<file path="config.mk">
export PLATFORM = sky130hd
export DESIGN_NAME = tx_sched
export DESIGN_NICKNAME = d
export VERILOG_FILES = /design/src/rtl/tx_sched_pkg.sv /design/src/rtl/tx_sched_rr_pick.sv /design/src/rtl/tx_sched.sv
export SDC_FILE = /design/constraint.sdc
export NUM_CORES = 1
export LEC_CHECK = 0
export ABC_AREA = 1
export CORE_UTILIZATION = 29
export DETAILED_ROUTE_END_ITERATION = 6
export GPL_TIMING_DRIVEN = 1
export MAX_ROUTING_LAYER = met4
export PLACE_DENSITY_LB_ADDON = 0.25
export SLEW_MARGIN = 40
export SYNTH_ARGS = -nofsm -noshare
export SYNTH_HDL_FRONTEND = slang
export SYNTH_SLANG_ARGS = --single-unit
</file>
<file path="constraint.sdc">
create_clock -name clk_tx -period 2.5 [get_ports clk_tx]
set_clock_uncertainty 0.2 [all_clocks]
set_input_delay 0.5 -clock clk_tx [delete_from_list [all_inputs] [get_ports clk_tx]]
set_output_delay 0.5 -clock clk_tx [all_outputs]
set_load 0.02 [all_outputs]
</file>
<file path="src/rtl/tx_sched_pkg.sv">
// Shared definitions for the transmit scheduler: default data width,
// FSM state encodings and the default watchdog limit.
package tx_sched_pkg;

  localparam int DATA_MSB    = 7;
  localparam int TIMEOUT_DEF = 1023;

  typedef enum logic [1:0] {
    IDLE = 2'd0,
    BUSY = 2'd1,
    GAP  = 2'd2
  } state_t;

endpackage

</file>
<file path="src/rtl/tx_sched_rr_pick.sv">
// Combinational round-robin picker: rotate requests so ptr is bit 0,
// take the lowest set bit, then rotate the index back.
module rr_pick #(
  parameter int NUM_SRC = 4,
  parameter int SEL_W   = $clog2(NUM_SRC)
) (
  input  logic [NUM_SRC-1:0] req,
  input  logic [SEL_W-1:0]   ptr,
  output logic               any,
  output logic [SEL_W-1:0]   sel
);

  logic [NUM_SRC-1:0] w_rot;
  logic [SEL_W-1:0]   w_off;

  always_comb begin
    w_rot = '0;
    w_off = '0;
    for (int i = 0; i < NUM_SRC; i++) begin
      w_rot[i] = req[(i + int'(ptr)) % NUM_SRC];
    end
    // Descending scan so the lowest set bit is the one that sticks.
    for (int i = NUM_SRC - 1; i >= 0; i--) begin
      if (w_rot[i]) w_off = SEL_W'(i);
    end
    any = |req;
    sel = SEL_W'((int'(w_off) + int'(ptr)) % NUM_SRC);
  end

endmodule

</file>
<file path="src/rtl/tx_sched.sv">
// Round-robin scheduler feeding one shared 4-phase transmitter, with a
// sticky stall watchdog and a wrapping sent-word counter.
module tx_sched
  import tx_sched_pkg::*;
#(
  parameter int NUM_SRC = 4,
  parameter int DATA_W  = DATA_MSB + 1,
  parameter int TIMEOUT = TIMEOUT_DEF,
  parameter int CNT_W   = 16
) (
  input  logic                        clk_tx,
  input  logic                        reset,
  input  logic [NUM_SRC-1:0]          src_valid,
  input  logic [NUM_SRC*DATA_W-1:0]   src_data,
  output logic [NUM_SRC-1:0]          src_done,
  output logic                        vi,
  output logic [DATA_W-1:0]           sdata,
  input  logic                        snt,
  output logic [$clog2(NUM_SRC)-1:0]  grant_id,
  output logic                        busy,
  input  logic                        err_clr,
  output logic                        timeout_err,
  output logic [CNT_W-1:0]            word_cnt
);

  localparam int              SEL_W  = $clog2(NUM_SRC);
  localparam bit              WD_EN  = (TIMEOUT != 0);
  localparam int              WD_W   = WD_EN ? $clog2(TIMEOUT + 1) : 1;
  localparam logic [WD_W-1:0] WD_MAX = WD_W'(TIMEOUT);
  localparam logic [WD_W-1:0] WD_PRE = WD_W'(WD_EN ? TIMEOUT - 1 : 0);

  state_t              r_state, w_state_nxt;
  logic [SEL_W-1:0]    r_ptr, r_grant;
  logic [DATA_W-1:0]   r_sdata;
  logic [NUM_SRC-1:0]  r_done;
  logic [CNT_W-1:0]    r_cnt;
  logic [WD_W-1:0]     r_wd;
  logic                r_err;
  logic                w_any, w_fire, w_done, w_wd_set;
  logic [SEL_W-1:0]    w_sel;

  rr_pick #(
    .NUM_SRC (NUM_SRC),
    .SEL_W   (SEL_W)
  ) u_pick (
    .req (src_valid),
    .ptr (r_ptr),
    .any (w_any),
    .sel (w_sel)
  );

  assign w_fire   = (r_state == IDLE) && w_any;
  assign w_done   = (r_state == BUSY) && snt;
  assign w_wd_set = WD_EN && (r_state == BUSY) && !snt && (r_wd == WD_PRE);

  always_ff @(posedge clk_tx or posedge reset) begin
    if (reset) r_state <= IDLE;
    else       r_state <= w_state_nxt;
  end

  always_comb begin
    w_state_nxt = r_state;
    case (r_state)
      IDLE:    if (w_any) w_state_nxt = BUSY;
      BUSY:    if (snt)   w_state_nxt = GAP;
      GAP:     w_state_nxt = IDLE;
      default: w_state_nxt = IDLE;
    endcase
  end

  always_ff @(posedge clk_tx or posedge reset) begin
    if (reset) begin
      r_sdata <= '0;
      r_grant <= '0;
      r_ptr   <= '0;
      r_done  <= '0;
      r_cnt   <= '0;
    end else begin
      r_done <= '0;
      if (w_fire) begin
        r_sdata <= src_data[w_sel*DATA_W +: DATA_W];
        r_grant <= w_sel;
      end
      if (w_done) begin
        r_done <= NUM_SRC'(1) << r_grant;
        r_ptr  <= (r_grant == SEL_W'(NUM_SRC - 1)) ? '0 : r_grant + SEL_W'(1);
        r_cnt  <= r_cnt + CNT_W'(1);
      end
    end
  end

  // Counter saturates, so the flag sets once per stall and err_clr can then clear it.
  always_ff @(posedge clk_tx or posedge reset) begin
    if (reset) begin
      r_wd  <= '0;
      r_err <= 1'b0;
    end else begin
      if (WD_EN && (r_state == BUSY) && !snt) begin
        if (r_wd != WD_MAX) r_wd <= r_wd + WD_W'(1);
      end else begin
        r_wd <= '0;
      end
      if (w_wd_set)     r_err <= 1'b1;
      else if (err_clr) r_err <= 1'b0;
    end
  end

  assign vi          = (r_state == BUSY);
  assign busy        = (r_state != IDLE);
  assign sdata       = r_sdata;
  assign grant_id    = r_grant;
  assign src_done    = r_done;
  assign word_cnt    = r_cnt;
  assign timeout_err = r_err;

endmodule

</file>
==> out/qor.yml, run 1 <==
num_rows: 33
gp_congestion: 0.831
track_usage_pct: 14.0
max_freq_mhz: 432
hold_viol: 0
drv_cap: 0
fin_setup_tns_ps: 0
initial_core_util_pct: 30.6
clock_tree.root_cell: "clkbuf_8"
crit_arrival_ps: 2310
cts_tree: "done"
synth_area_leaders: "dfrtp_1, nand2_1, mux2i_1"
core_sq_mm: 0.00838
pwr-share-seq_pct: 24.5
drt_iter0_drc: 65
ios: 73
synth_fa_ha_area_share_pct: 3.90
grt_pass1_wl_mm: 9.73
die-area_sq_mm: 0.00923
async_flop_share_pct: 100
wire_per_inst_um: 11.4
reg2reg_depth: 12
cts_hold_buffers: 0
cts_buffers: 5
synth_compound_area_share_pct: 4.63
clkPwrFrac_pct: 10.9
critPathTopFamily: "simple AND/OR/NAND/NOR gates"
dpl.hpwl_mm: 4.16
final_max_slew_viol_count: 0
synth_cell_type_count: 33
setup_slack_ps: 187
remaining_drc_errors: 0
fp.dieW_um: 96.1
clockBufferDepth: 2
cp_cell_sequence: "buf_2 > nand2_2 > nand2_2 > nand2_1 > a31oi_2 > nor2_2 > ha_4 > buf_12 > mux2i_1 > nand3_1 > nand3_1 > nand2_1"
io_buffers: 72
worst-setup-path-type: "reg2reg"
worstSkewPairLatency_ps: 300
hp-class: "reg2reg"
synth-seq-cells: 45
vias_per_cell: 4.48
synth_ff_type: "dfrtp_1"
holdPathStages: 1
cp_num_buf_inv: 2
layout-drive-gt1-share_pct: 16.0
synth_top_family_by_area: "simple AND/OR/NAND/NOR gates"
setup_viol: 0
fin_crit_sh_pct: 92.5
syn_nets: 351
yosysWarningCount: 0
grt_max_degree: 46
place_ws_ps: -316
syn_area_per_cell_sq_um: 8.47
slew_headroom_pct: 63.4
ir_drop_mv: 0.645
swShare_pct: 43.0
crit_cells: 12
clk_pin_slew_ps: 90
critPathMaxFanout: 6
power_density_mw_per_mm2: 1180
leakage_uw: 0.00177
first_pass_iters: 4
syn_inst: 303
cpPeakStageDelay_ps: 440
drt.antenna.violating_nets: 0
cts_htree_levels: 2
fin_crit_ps: 2310
crit_slowest_cell: "dfrtp_2"
grt_pass1_vias: 2156
synthSimpleGateAreaFrac_pct: 29.8
synth.cell_area_sq_mm: 0.00257
clkSinkCount: 45
switchingPower_uw: 1880
tightest_slew_ps: 548
muxShareOfSynthArea_pct: 6.24
p_int_uw: 2490
area_growth_pct: 44.5
synth_top_area_share_pct: 43.9
yosysTopAreaCell: "dfrtp_1"
cp-start-kind: "flip-flop"
grt_overflow: 0
antenna_found_initial: 0
vias: 2230
n_antenna_cell: 0
endpoint_kind: "flip-flop"
die-height_um: 96.1
yosysSeqAreaShare_pct: 43.9
p_comb_share_pct: 64.6
nets: 440
synth-edff-count: 0
outcome: "finished clean"
routed_wl_mm: 5.70
worstPathRequired_ps: 2490
synth_xor_area_share_pct: 5.07
[area by class of cell]
| type | instances | area (sq um) |
|---|---|---|
| fill | 832 | 4670 |
| tap | 105 | 131 |
| inverter | 35 | 136 |
| timing repair buffer | 86 | 880 |
| clock buffer | 6 | 82.6 |
| sequential | 45 | 1130 |
| multi-input combinational | 219 | 1340 |
| clock inverter | 2 | 13.8 |
[per-layer routing]
layer	vias up	GRT usage, %	routed length, um
li1	1149	-	-
met1	1019	17.3	2750
met2	58	22.4	2570
met3	4	3.95	346
met4	0	3.86	40
met5	-	-	0
[path summary, 6_finish.rpt]
check | startpoint | to | slack [ps]
worst max-delay path | r_ptr[0] | sdata[3] | 190
worst min-delay path | r_wd[3] | r_wd[3] | 290
worst max register to register | r_ptr[0] | sdata[3] | 190
worst min register to register | r_wd[3] | r_wd[3] | 290
max in group asynchronous | reset | r_ptr[1] | 1530
min in group asynchronous | reset | word_cnt[9] | 350
[worst register-to-register path, cell delays in order (launching register included)]
cell     delay (ps)
dfrtp_2         440
buf_2           200
nand2_2          70
nand2_2          80
nand2_1          80
a31oi_2         200
nor2_2           80
ha_4            310
buf_12          130
mux2i_1         190
nand3_1          90
nand3_1          90
nand2_1          50
[cell usage after synthesis, types with 2 or more instances]
cell type  count
buf_2          3
nor3_1         2
o22ai_1        2
dfrtp_1       45
xor2_1         7
a21oi_1        3
nand3_4        2
nand3_1       27
nor2_1        16
xnor2_1        6
a31oi_1        5
mux2i_1       16
nand2_4        2
ha_1           8
o21ai_0       11
nand2_2       11
inv_2          3
nand4_1        4
nor2_2         3
nor2_4         4
nand2_1       82
inv_1         30
[cells in the final DEF (no fill, tap or decap), types with 2 or more instances in the layout]
cell type,count
buf_12,2
nor2_2,5
nand3_2,2
o22ai_1,2
nand2_1,81
nor3_1,2
a21oi_1,3
inv_2,5
nor2_1,14
o21ai_0,11
buf_4,9
inv_1,28
dlymetal6s2s_1,4
clkdlybuf4s50_1,68
nand4_1,4
dfrtp_2,2
a31oi_1,4
clkbuf_8,6
xor2_1,6
nand3_1,27
dfrtp_1,43
xnor2_1,6
ha_1,7
nor2_4,4
nand3_4,2
nand2_2,12
mux2i_1,16
[power by group through the flow]
stage	Clock (uW)	Sequential (uW)	Combinational, uW
after global routing	538	1100	3120
final	478	1070	2820
after CTS	506	1080	2500
after floorplan	0	1200	1480
after detailed placement	0	1090	2490
after global placement	0	1090	2460
[repair_timing]
item / CTS / global route
gates resized for setup: 0 / 16
endpoints found under the setup margin: 0 / 9
hold endpoints to repair: 0 / 0
buffers inserted: 0 / 3
[state kept, by name, indices dropped and copies added (netlist names)]
signal	count
word_cnt	16
r_wd	10
sdata	8
src_done	4
grant_id	2
r_ptr	2
r_state	2
timeout_err	1
[through the flow]
stage | cells | util [%] | total power (uW) | hold WS (ps) | area (sq um)
after floorplan | 303 | - | 2680 | 251 | 2570
after global placement | 485 | 41.6 | 3550 | 265 | 3490
after detailed placement | 485 | 41.7 | 3580 | 271 | 3490
after CTS | 493 | 42.8 | 4080 | 289 | 3590
after global routing | 498 | 44.3 | 4760 | 316 | 3710
final | 498 | 44.3 | 4370 | 291 | 3710
[kinds of logic (layout without fill, tap and decap cells)]
family          count (synthesis)  in the layout
simple gates                  158            159
xor+xnor                       14             14
flops                          45             45
compound gates                 22             22
fa+ha+maj                       8              8
buf+inv                        40            129
mux                            16             16
Note: power is estimated with default switching activity, not from simulation.
==> run 2, diff against run 1 <==
CAP_MARGIN = 20   (was unset)
CTS_CLUSTER_DIAMETER = 60   (was unset)
==> results of run 2 <==
Same layout as run 1: the final DEF is identical, and so are final timing and power.
